<file path="config.mk">
export PLATFORM = sky130hd
export DESIGN_NAME = writeback_stage_flat
export DESIGN_NICKNAME = d
export VERILOG_FILES = /design/src/rtl/writeback_stage_if.sv /design/src/rtl/writeback_stage.sv /design/src/flat_wrapper.sv
export SDC_FILE = /design/constraint.sdc
export NUM_CORES = 1
export LEC_CHECK = 0
export ABC_CLOCK_PERIOD_IN_PS = 4750
export CORE_AREA = 2 2 178 180
export DETAILED_ROUTE_END_ITERATION = 8
export DIE_AREA = 0 0 180 182
export GPL_TIMING_DRIVEN = 0
export PLACE_DENSITY_LB_ADDON = 0.2
export SLEW_MARGIN = 20
export SYNTH_ARGS = -nofsm -noshare
export SYNTH_HDL_FRONTEND = slang
export SYNTH_SLANG_ARGS = --single-unit
</file>
<file path="constraint.sdc">
create_clock -name clk -period 4.75 [get_ports clk]
set_clock_uncertainty 0.1 [all_clocks]
set_input_delay 0.95 -clock clk [delete_from_list [all_inputs] [get_ports clk]]
set_output_delay 0.95 -clock clk [all_outputs]
set_load 0.02 [all_outputs]
</file>
<file path="src/rtl/writeback_stage_if.sv">
// Write-back stage bus: memory-stage inputs, W-register control, W contents,
// register-file write ports and status.
interface writeback_stage_if #(
  parameter int unsigned DW = 64
);
  logic [3:0]    m_stat;
  logic [3:0]    m_icode;
  logic [DW-1:0] m_valE;
  logic [DW-1:0] m_valM;
  logic [3:0]    m_dstE;
  logic [3:0]    m_dstM;
  logic          W_stall;
  logic          W_bubble;

  logic [3:0]    W_stat;
  logic [3:0]    W_icode;
  logic [DW-1:0] W_valE;
  logic [DW-1:0] W_valM;
  logic [3:0]    W_dstE;
  logic [3:0]    W_dstM;

  logic [3:0]    wb_dstE;
  logic [DW-1:0] wb_valE;
  logic [3:0]    wb_dstM;
  logic [DW-1:0] wb_valM;
  logic [3:0]    Stat;
  logic          halted;
  logic [31:0]   retire_cnt;

  modport master (
    output m_stat, m_icode, m_valE, m_valM, m_dstE, m_dstM, W_stall, W_bubble,
    input  W_stat, W_icode, W_valE, W_valM, W_dstE, W_dstM,
    input  wb_dstE, wb_valE, wb_dstM, wb_valM, Stat, halted, retire_cnt
  );

  modport slave (
    input  m_stat, m_icode, m_valE, m_valM, m_dstE, m_dstM, W_stall, W_bubble,
    output W_stat, W_icode, W_valE, W_valM, W_dstE, W_dstM,
    output wb_dstE, wb_valE, wb_dstM, wb_valM, Stat, halted, retire_cnt
  );
endinterface

</file>
<file path="src/rtl/writeback_stage.sv">
// Y86-64 write-back stage: W pipeline register, register-file write ports,
// status and halt freeze. Optional retired-instruction counter: WB_RETIRE_CNT_EN.
module writeback_stage #(
  parameter int unsigned DW = 64
) (
  input  logic           clk,
  input  logic           rst,
  writeback_stage_if.slave bus
);
  localparam logic [3:0] RNONE     = 4'hF;
  localparam logic [3:0] ICODE_NOP = 4'h1;
  localparam logic [3:0] STAT_BUB  = 4'd0;
  localparam logic [3:0] STAT_AOK  = 4'd1;
  localparam logic [3:0] STAT_HLT  = 4'd2;
  localparam logic [3:0] STAT_INS  = 4'd4;

  typedef enum logic {
    RUN    = 1'b0,
    HALTED = 1'b1
  } state_t;

  state_t        state, state_next;
  logic [3:0]    w_stat, w_icode, w_dste, w_dstm;
  logic [DW-1:0] w_vale, w_valm;
  logic [3:0]    w_stat_next, w_icode_next, w_dste_next, w_dstm_next;
  logic [DW-1:0] w_vale_next, w_valm_next;
  logic          w_exc;
  logic          w_commit;
  logic [3:0]    wb_dste_c, wb_dstm_c, stat_c;

  // HLT, ADR, INS and every unknown code (5-15) are exceptional
  assign w_exc    = (w_stat >= STAT_HLT);
  assign w_commit = (state == RUN) && (w_stat == STAT_AOK);

  always_ff @(posedge clk or posedge rst) begin
    if (rst) state <= RUN;
    else     state <= state_next;
  end

  // Next state and W register next value; a frozen machine holds W forever
  always_comb begin
    state_next   = state;
    w_stat_next  = w_stat;
    w_icode_next = w_icode;
    w_vale_next  = w_vale;
    w_valm_next  = w_valm;
    w_dste_next  = w_dste;
    w_dstm_next  = w_dstm;
    if ((state == RUN) && w_exc) state_next = HALTED;
    if ((state == HALTED) || w_exc || bus.W_stall) begin
      // hold
    end else if (bus.W_bubble) begin
      w_stat_next  = STAT_BUB;
      w_icode_next = ICODE_NOP;
      w_vale_next  = '0;
      w_valm_next  = '0;
      w_dste_next  = RNONE;
      w_dstm_next  = RNONE;
    end else begin
      w_stat_next  = bus.m_stat;
      w_icode_next = bus.m_icode;
      w_vale_next  = bus.m_valE;
      w_valm_next  = bus.m_valM;
      w_dste_next  = bus.m_dstE;
      w_dstm_next  = bus.m_dstM;
    end
  end

  always_ff @(posedge clk or posedge rst) begin
    if (rst) begin
      w_stat  <= STAT_BUB;
      w_icode <= ICODE_NOP;
      w_vale  <= '0;
      w_valm  <= '0;
      w_dste  <= RNONE;
      w_dstm  <= RNONE;
    end else begin
      w_stat  <= w_stat_next;
      w_icode <= w_icode_next;
      w_vale  <= w_vale_next;
      w_valm  <= w_valm_next;
      w_dste  <= w_dste_next;
      w_dstm  <= w_dstm_next;
    end
  end

  // Write-port gating; on a shared destination the M write wins (popq %rsp)
  always_comb begin
    wb_dste_c = RNONE;
    wb_dstm_c = RNONE;
    if (w_commit) begin
      wb_dstm_c = w_dstm;
      wb_dste_c = ((w_dste == w_dstm) && (w_dstm != RNONE)) ? RNONE : w_dste;
    end
  end

  always_comb begin
    stat_c = w_stat;
    if (w_stat == STAT_BUB)     stat_c = STAT_AOK;
    else if (w_stat > STAT_INS) stat_c = STAT_INS;
  end

`ifdef WB_RETIRE_CNT_EN
  logic [31:0] retire_q;

  // Saturating count of AOK instructions leaving W
  always_ff @(posedge clk or posedge rst) begin
    if (rst) retire_q <= '0;
    else if (w_commit && !bus.W_stall && (retire_q != 32'hFFFF_FFFF))
      retire_q <= retire_q + 32'd1;
  end

  assign bus.retire_cnt = retire_q;
`else
  assign bus.retire_cnt = '0;
`endif

  assign bus.W_stat  = w_stat;
  assign bus.W_icode = w_icode;
  assign bus.W_valE  = w_vale;
  assign bus.W_valM  = w_valm;
  assign bus.W_dstE  = w_dste;
  assign bus.W_dstM  = w_dstm;
  assign bus.wb_dstE = wb_dste_c;
  assign bus.wb_dstM = wb_dstm_c;
  assign bus.wb_valE = w_vale;
  assign bus.wb_valM = w_valm;
  assign bus.Stat    = stat_c;
  assign bus.halted  = (state == HALTED);
endmodule

</file>
<file path="src/flat_wrapper.sv">
// flat-port wrapper written by rule: the top's interface ports become plain ports
module writeback_stage_flat 
#(
  parameter int unsigned DW = 64
)
  (clk, rst, bus_m_stat, bus_m_icode, bus_m_valE, bus_m_valM, bus_m_dstE, bus_m_dstM, bus_W_stall, bus_W_bubble, bus_W_stat, bus_W_icode, bus_W_valE, bus_W_valM, bus_W_dstE, bus_W_dstM, bus_wb_dstE, bus_wb_valE, bus_wb_dstM, bus_wb_valM, bus_Stat, bus_halted, bus_retire_cnt);
  writeback_stage_if #(.DW(DW)) bus_i ();
  input  logic clk;
  input  logic rst;
  input wire logic [$bits(bus_i.m_stat)-1:0] bus_m_stat;
  input wire logic [$bits(bus_i.m_icode)-1:0] bus_m_icode;
  input wire logic [$bits(bus_i.m_valE)-1:0] bus_m_valE;
  input wire logic [$bits(bus_i.m_valM)-1:0] bus_m_valM;
  input wire logic [$bits(bus_i.m_dstE)-1:0] bus_m_dstE;
  input wire logic [$bits(bus_i.m_dstM)-1:0] bus_m_dstM;
  input wire logic [$bits(bus_i.W_stall)-1:0] bus_W_stall;
  input wire logic [$bits(bus_i.W_bubble)-1:0] bus_W_bubble;
  output wire logic [$bits(bus_i.W_stat)-1:0] bus_W_stat;
  output wire logic [$bits(bus_i.W_icode)-1:0] bus_W_icode;
  output wire logic [$bits(bus_i.W_valE)-1:0] bus_W_valE;
  output wire logic [$bits(bus_i.W_valM)-1:0] bus_W_valM;
  output wire logic [$bits(bus_i.W_dstE)-1:0] bus_W_dstE;
  output wire logic [$bits(bus_i.W_dstM)-1:0] bus_W_dstM;
  output wire logic [$bits(bus_i.wb_dstE)-1:0] bus_wb_dstE;
  output wire logic [$bits(bus_i.wb_valE)-1:0] bus_wb_valE;
  output wire logic [$bits(bus_i.wb_dstM)-1:0] bus_wb_dstM;
  output wire logic [$bits(bus_i.wb_valM)-1:0] bus_wb_valM;
  output wire logic [$bits(bus_i.Stat)-1:0] bus_Stat;
  output wire logic [$bits(bus_i.halted)-1:0] bus_halted;
  output wire logic [$bits(bus_i.retire_cnt)-1:0] bus_retire_cnt;
  assign bus_i.m_stat = bus_m_stat;
  assign bus_i.m_icode = bus_m_icode;
  assign bus_i.m_valE = bus_m_valE;
  assign bus_i.m_valM = bus_m_valM;
  assign bus_i.m_dstE = bus_m_dstE;
  assign bus_i.m_dstM = bus_m_dstM;
  assign bus_i.W_stall = bus_W_stall;
  assign bus_i.W_bubble = bus_W_bubble;
  assign bus_W_stat = bus_i.W_stat;
  assign bus_W_icode = bus_i.W_icode;
  assign bus_W_valE = bus_i.W_valE;
  assign bus_W_valM = bus_i.W_valM;
  assign bus_W_dstE = bus_i.W_dstE;
  assign bus_W_dstM = bus_i.W_dstM;
  assign bus_wb_dstE = bus_i.wb_dstE;
  assign bus_wb_valE = bus_i.wb_valE;
  assign bus_wb_dstM = bus_i.wb_dstM;
  assign bus_wb_valM = bus_i.wb_valM;
  assign bus_Stat = bus_i.Stat;
  assign bus_halted = bus_i.halted;
  assign bus_retire_cnt = bus_i.retire_cnt;
  writeback_stage #(.DW(DW)) u_core (.clk(clk), .rst(rst), .bus(bus_i));
endmodule
</file>
; Yosys cells after proc, flatten, opt, wreduce, memory -nomap -nowiden
; Cells that the tools add are included.
[word_totals]
output_inout_bits = 317
wordCells = 30
reg_bits = 145
[op_classes]
muxes = 11
reduce_logical = 6
n_eq_ne = 3
bitwise_logic = 1
magnitude_cmp = 2
[ops]
columns = cell, n
row1 = 64-bit two-way mux, 2
row2 = 4-bit two-way mux, 9
row3 = "4-bit by 1-bit equality test with 1-bit output, second input constant", 1
row4 = 4-bit equality test, 1
row5 = "4-bit by 2-bit greater-or-equal comparator with 1-bit output, second input constant", 1
row6 = "4-bit by 3-bit > comparator with 1-bit output, second input constant", 1
row7 = 4-bit zero test, 1
row8 = "4-bit inequality test, second input constant", 1
row9 = 1-bit logical AND, 3
row10 = 1-bit logical OR, 2
row11 = 1-bit NOT, 1

; Longest topological paths before layout
[logic_depth]
ltp_word = 4
depth_mapped = 6
mapped_depth_nobuf = 4

; Worst setup path before layout
; No wires, ideal clock.
[synth_path]
path_kind = flip-flop to output port
from = register u_core.w_stat[1], in the netlist u_core.bus.W_stat[1]
to = output bus_wb_dstE[1]
path_slack_ns = 2.100
path_stages_with_launch = 7
arrival_ns = 1.600
cell_sequence = dfrtp_1 > nor4_4 > inv_2 > buf_2 > buf_4 > nor3_2 > o21ai_0
[synth_between]
elab_chain_cells = 3
[synth_rtl]
columns = item, line_no
row1 = from (decl), writeback_stage.sv:23  ; logic [3:0] w_stat, w_icode, w_dste, w_dstm;
row2 = from (signal assigned), writeback_stage.sv:78  ; w_stat <= w_stat_next;
row3 = 4-bit by 1-bit equality test with 1-bit output, writeback_stage.sv:33  ; assign w_commit = (state == RUN) && (w_stat == STAT_AOK);
row4 = 1-bit logical AND, writeback_stage.sv:33
row5 = 4-bit two-way mux, writeback_stage.sv:91  ; if (w_commit) begin
row6 = to (decl), flat_wrapper.sv:24  ; output wire logic [$bits(bus_i.wb_dstE)-1:0] bus_wb_dstE;
; Every way passes these cells.

; Worst setup path after layout
[layout_path]
from = register u_core.w_stat[1], in the netlist u_core.bus.W_stat[1]
to = output bus_wb_dstE[2]
; The elaborated chain is that of the path after synthesis.

==> results.md <==
* Starting density of the core at roughly a quarter
* Min-Delay Path Class: flip-flop to flip-flop
* Antenna fix cells at 0
* Ys flop type: sky130_fd_sc_hd__dfrtp_1
* Highest fanout seen on the critical path at 10
* Initial DRT Pass Iterations at 4
* Number of hold-repair buffers added at the cts stage at 0
* EDFF count, synth at 0
* Share of layout cells above drive strength 1 at 17.87%
* Syn-to-layout area delta at 72.57%
* First-pass GRT wire length at about 45,000 µm
* TritonCTS clock tree: done
* Iter 0 DRT Violations at around 230
* Average footprint of a synthesized cell at between 9 and 10 µm²
* Most area-consuming cells after synthesis: sky130_fd_sc_hd__dfrtp_1, sky130_fd_sc_hd__buf_4, sky130_fd_sc_hd__o21ai_1, sky130_fd_sc_hd__nand2b_1, sky130_fd_sc_hd__o21ai_0
* Number of levels the H-tree was split into at 4
* Switching fraction of total power at around 33%
* Cells along the critical path: nor4_4, inv_2, buf_2, buf_4, nor3_2, o21ai_0, clkdlybuf4s50_1
* Cell Area, Synth at ~7700 µm²
* Final estimated routing congestion in global placement at ~0.8
* Final Critical Period at ~3900 ps
* Number of inserted filler cells in the final layout at between 3k and 4k
* Number of global-route vias before repair at between 7k and 8k
* Total routing usage reported by global routing at ~18%
* Count of nets left with antenna violations after detail routing at 0
* Height of the die at about 180 µm
* Routed via count divided by cell count at 4.204
* Area occupied by multi-input gates at around 2600 µm²
* Internal power consumption at 2.870 mW
* Launch point of the worst hold path: u_core.bus.W_icode[3]
* Placed cells at ~1.7k
* RSZ-0062 raised after global routing: no
* Req. time, crit path at 3700 ps
* Register bit count reported by yosys at approximately 150
* DR DRC count at 0
* Hold Violations, Final at 0
* Clock network latency to the later pin of the worst-skew pair at roughly 420 ps
* Number of cells in the finished layout apart from fillers at 1,723
* DR WL/cell at between 15 and 20 µm
* Transition time at the pin with the least slew margin at 631.4 ps
* Core area at a little over 30,000 µm²
* Placement Setup Slack at between 1000 and 1500 ps
* Total of max-cap violations at 0
* Half-perimeter wire length after detailed placement at 23,150 µm
* Proportion of netlist area held by the largest area contributor at 44.38%
* Worst Path Class, Setup: flip-flop to primary output
* Highest-delay cell along the critical path: sky130_fd_sc_hd__clkdlybuf4s50_1
* TritonCTS sink count at ~150
* Antenna violations before repair at 0
* Result of the run: finished, final reports clean
* Final wirelength at 29,560 µm
* Upper clock frequency limit at around 250 MHz
* Kind of end point of the critical path: primary output
* Register area share after synthesis at between 40% and 50%
* Reg-to-reg startpoint: u_core.bus.W_stat[1]
* Max stage delay on crit path at 600 ps
* Pins Over Slew Limit at 0
* Tot Pwr at ~4.3 mW
* Clock buffers created by TritonCTS at 17
* Static Leakage at around 5.6 nW
* Total number of placement rows at 65
* Clock Tree Buf Depth at 2
* Worst Setup Start Kind: flip-flop
* Slew margin rel. at 57.90%
* Net switching power figure at 1.408 mW
* Post_cts resized at 0
* Setup slack of the critical path after layout at between 800 and 900 ps
* I/O Buffers at around 430
* Area enclosed by the die boundary at 32,760 µm²
* DR vias at around 7.2k
* Total power per unit cell area at between 300 and 400 nW/µm²
* Critical Path Source: u_core.bus.W_stat[1]
* Max IR drop VDD at about 210 µV
* Clock root buffer: sky130_fd_sc_hd__clkbuf_16
* Overflow after GRT at 0
* Final setup vio count at 0
* Total setup buffers inserted after CTS at 0
* Number of distinct library cell variants in the gate-level netlist after synthesis at 25
* Synth Instances at between 800 and 900
* Final layout net count at 1,456
* Sequential Power Share at between 30% and 40%
* Most common cell in the netlist: sky130_fd_sc_hd__o21ai_1
* Cell taking the most area after synthesis: sky130_fd_sc_hd__dfrtp_1
* Combined flip-flop and latch cell area at 3640 µm²
* Tcrit/Tclk final at around 83%
* Crit path DAT at 2880 ps
* Horizontal die dimension at ~180 µm
* Share of power burned in the clock network at 29.5%
* Async set-or-reset flop fraction in the synthesized netlist at 100.0%
* Clock transition time at the flip-flop clock pins of the worst setup and hold paths at ~70 ps
* Post-route core utilization at between 40 and 50%
* I/O pin cnt at roughly 470
* Yosys warning total at 0
* List of most frequent post-synthesis cells: sky130_fd_sc_hd__o21ai_1, sky130_fd_sc_hd__buf_4, sky130_fd_sc_hd__dfrtp_1
* Largest net degree at the start of global routing at 33
* Gate power share at between 30% and 40%
* Final total negative setup slack at 0 ps
==> layout by cell type (no fill, tap or decap) <==
cell | Yosys | routed
sky130_fd_sc_hd__nand3_1 | 1 | 1
sky130_fd_sc_hd__nand2b_1 | 132 | 132
sky130_fd_sc_hd__clkinv_4 | 0 | 3
sky130_fd_sc_hd__buf_4 | 163 | 163
sky130_fd_sc_hd__or2_2 | 1 | 1
sky130_fd_sc_hd__buf_2 | 12 | 12
sky130_fd_sc_hd__dfstp_2 | 9 | 9
sky130_fd_sc_hd__buf_16 | 0 | 1
sky130_fd_sc_hd__inv_6 | 0 | 5
sky130_fd_sc_hd__clkbuf_16 | 0 | 17
sky130_fd_sc_hd__a21o_1 | 3 | 3
sky130_fd_sc_hd__or3_1 | 4 | 4
sky130_fd_sc_hd__o21ai_1 | 192 | 192
sky130_fd_sc_hd__buf_1 | 10 | 10
sky130_fd_sc_hd__nand2b_2 | 1 | 1
sky130_fd_sc_hd__a21boi_0 | 1 | 1
sky130_fd_sc_hd__buf_12 | 0 | 4
sky130_fd_sc_hd__clkinvlp_4 | 0 | 5
sky130_fd_sc_hd__inv_1 | 4 | 3
sky130_fd_sc_hd__a21oi_1 | 1 | 1
sky130_fd_sc_hd__buf_6 | 9 | 9
sky130_fd_sc_hd__nor2_1 | 10 | 10
sky130_fd_sc_hd__conb_1 | 1 | 33
sky130_fd_sc_hd__inv_2 | 1 | 1
sky130_fd_sc_hd__dfrtp_1 | 136 | 136
sky130_fd_sc_hd__nor4_4 | 1 | 1
sky130_fd_sc_hd__nor3_2 | 4 | 4
sky130_fd_sc_hd__o21ai_0 | 93 | 93
sky130_fd_sc_hd__clkbuf_1 | 29 | 32
sky130_fd_sc_hd__o2111ai_1 | 2 | 2
sky130_fd_sc_hd__xnor2_1 | 3 | 3
sky130_fd_sc_hd__clkdlybuf4s50_1 | 0 | 429
==> sequential cells by signal, summed over array words and instances (netlist names) <==
signal,flops
u_core.bus.W_dstE,4
u_core.bus.W_icode,4
u_core.bus.W_stat,4
u_core.bus.W_valE,64
u_core.bus.W_valM,64
u_core.bus.halted,1
u_core.bus.W_dstM,4
==> worst max-delay path: cells and delay by family (launching register included) <==
family	cells	cell delay, ps
DFF	1	460
AOI/OAI and AO/OA	1	130
and+or+nand+nor	2	620
buffers and inverters	4	1240
==> cell families after synthesis <==
logic type | synth area share (%)
xor+xnor | 0.3427
other cells | 0.04890
compound gates | 19.29
flops | 47.46
buf+inv | 20.22
simple gates | 12.64
==> final cells by class <==
cell class                 count  share of cell area (%)
inverter                       5                  0.1702
timing repair buffer         434                   33.26
clock buffer                  20                   3.300
buffer                       223                   11.57
multi-input combinational    482                   19.64
clock inverter                12                  0.7564
tap                          402                   3.801
sequential                   145                   27.50
==> metal layers <==
metal / global-route usage, % / vias up / share of wire, %
li1: - / 3524 / -
met1: 21.43 / 3384 / 41
met2: 31.40 / 318 / 50
met3: 5.335 / 18 / 7.5
met4: 4.813 / 0 / 1.5
met5: 0 / - / 0
==> power by group through the flow <==
stage               logic (mW)  clock network [mW]  registers, mW
detailed placement        1.49                   0           1.57
global placement          1.47                   0           1.56
finish                    1.48                1.26           1.54
CTS                       1.49                1.31           1.55
global route              1.57                1.37           1.56
floorplan                0.581                   0           1.69
==> worst paths after layout <==
path                                    endpoint  slack [ps]  cells past startpoint
min reg2reg                u_core.bus.W_icode[3]         400                      2
max reg2reg                 u_core.bus.W_stat[3]        2640                      5
max                               bus_wb_dstE[2]         820                      7
min in group asynchronous  u_core.bus.W_valM[10]         820                      2
max in group asynchronous   u_core.bus.W_dstM[0]        2920                      4
min                        u_core.bus.W_icode[3]         400                      2
==> through the flow <==
stage | area [µm²] | hold WS (ps)
floorplan | 7792 | 425.8
global placement | 12590 | 381.1
detailed placement | 12700 | 391.3
CTS | 13230 | 408.5
global route | 13230 | 431.7
finish | 13230 | 403.1
Note: power is estimated with default switching activity, not from simulation.
==> edit, RTL diff (config.mk and constraints unchanged) <==
Add a define of `WB_RETIRE_CNT_EN`.
--- a/src/rtl/writeback_stage.sv
+++ b/src/rtl/writeback_stage.sv
@@ -1,5 +1,7 @@
 // Y86-64 write-back stage: W pipeline register, register-file write ports,
 // status and halt freeze. Optional retired-instruction counter: WB_RETIRE_CNT_EN.
+`define WB_RETIRE_CNT_EN
+
 module writeback_stage #(
   parameter int unsigned DW = 64
 ) (
Formal check against the unedited RTL: not equivalent (a bounded check fails within 4 cycles, from zero or initial values and one cycle with rst high).
==> edit against the unedited design <==
  * Area after synthesis up 13%
  * Wire length grew 7.7%
  * Sequential cell count increased by 32
  * Cell area increased by 9.5%
  * Worst setup slack improved by 0.080 ns
  * Core utilization increased by 4.0 points
  * Via count grew 8.0%
  * Total power is 17% higher
==> edit: results (changes against the unedited design) <==
** Drt
- Total length of routed wires :: 31.9 mm (+7.7%)
- Wire length per cell after detailed routing :: 17.5 µm (+2.0%)
- The overall via count from detail_route came to 7824 (+8.0%).
- The total met2 wirelength after detailed routing came to 16.0 mm (+8.6%).
- The met1 routed wirelength after detailed routing was 13.6 mm (+12%).
- Met3 Wirelength :: 1.72 mm (-23%)
- The detailed router's first-iteration violation count is 340 (+48%).

** Critical path
- Slowest library cell on the worst path :: or4_1
- Critical Path End :: bus_wb_dstE[3]
- The critical path arrival was 2.80 ns (-0.08 ns).
- The count of cells along the worst register-to-register path is 7 (+2).
- In this run the critical register-to-register path is captured at u_core.bus.W_valE[11].
- Register-to-register setup slack :: 1.55 ns (-1.09 ns)
- The logic depth of the worst setup path including buffers came to 5 (-2).

** Synth
- Area share of fa/ha/maj cells after synthesis :: 0.00145 (+0.00145)
- The xor/xnor cell area share of the yosys netlist was 0.0335 (+0.0300).
- Sorting the synthesized cells by how often they occur yields 273 x nand2_1, 168 x dfrtp_1, 134 x nand3b_1.
- Synth unique cells :: 36 (+44%)
- The post-synthesis compound-gate area fraction is 0.0184 (-0.174).
- Proportion of synthesized area in mux cells :: 0.00130 (+0.00130)
- Top cells by area, synth :: dfrtp_1 49%, nand2_1 12%, nand3b_1 12%
- Seq/Total Area, Yosys :: 0.514 (+0.0396)

** Placed design
- Worst Setup Slack post-DPL :: 1.24 ns (+0.124 ns)
- The placed instance area is 13900 µm² (+9.4%).
- The total of buffers placed on input and output ports is 462 (+7.7%).
- The instance count after placement with tap cells included was 1787 (+5.7%).

** Final layout
- The layout filler cell count is 2977 (-5.2%).
- Share of post-route cells with drive strength above 1 :: 0.143 (-0.0354)
- The net count reported at finish was 1553 (+6.7%).

** Power
- VDD IR-drop max :: 0.198 mV (-4.6%)
- The cell leakage power was 0.00670 µW (+21%).

** Outcome
- The flow ran to the end, and the final reports show no timing, DRC or antenna violations.

** STA
- The final worst setup slack came to 0.904 ns (+0.0799 ns).

** Hold path
- Destination of the worst hold path :: u_core.bus.W_icode[2]

** Global routing
- The combined global-route utilization of all metal layers was 0.189 (+0.00943).
- Wire length of the first global-routing pass :: 47.6 mm (+5.6%)
-- edit: cell types whose count changed after synthesis, sizes merged, moves of 8 or more --
cell,delta
o21ai,-283
nand2,+273
nand3b,+134
nand2b,-132
buf,-51
dfrtp,+32
nand3,+21
xnor2,+20
nor2,+19
and3,+11
xor2,+10
a21oi,+9
nand4,+8
-- edit: final cells by class --
| type | count | area (µm²) | share of cell area |
|---|---|---|---|
| Antenna cell | 1 | 2.50 | 0.000173 |
| Buffer | 177 | 1170 | 0.0805 |
| Clock buffer | 18 | 439 | 0.0303 |
| Clock inverter | 14 | 160 | 0.0111 |
| Inverter | 3 | 15.0 | 0.00104 |
| Multi-Input combinational cell | 560 | 3020 | 0.208 |
| Sequential cell | 177 | 4440 | 0.307 |
| Tap cell | 402 | 503 | 0.0347 |
| Timing Repair Buffer | 468 | 4740 | 0.327 |
-- edit: routing by layer --
metal / vias up / global-route usage
met1: 3719 / 0.238
met5: - / 0
met4: 0 / 0.0498
met3: 24 / 0.0385
li1: 3818 / -
met2: 263 / 0.330
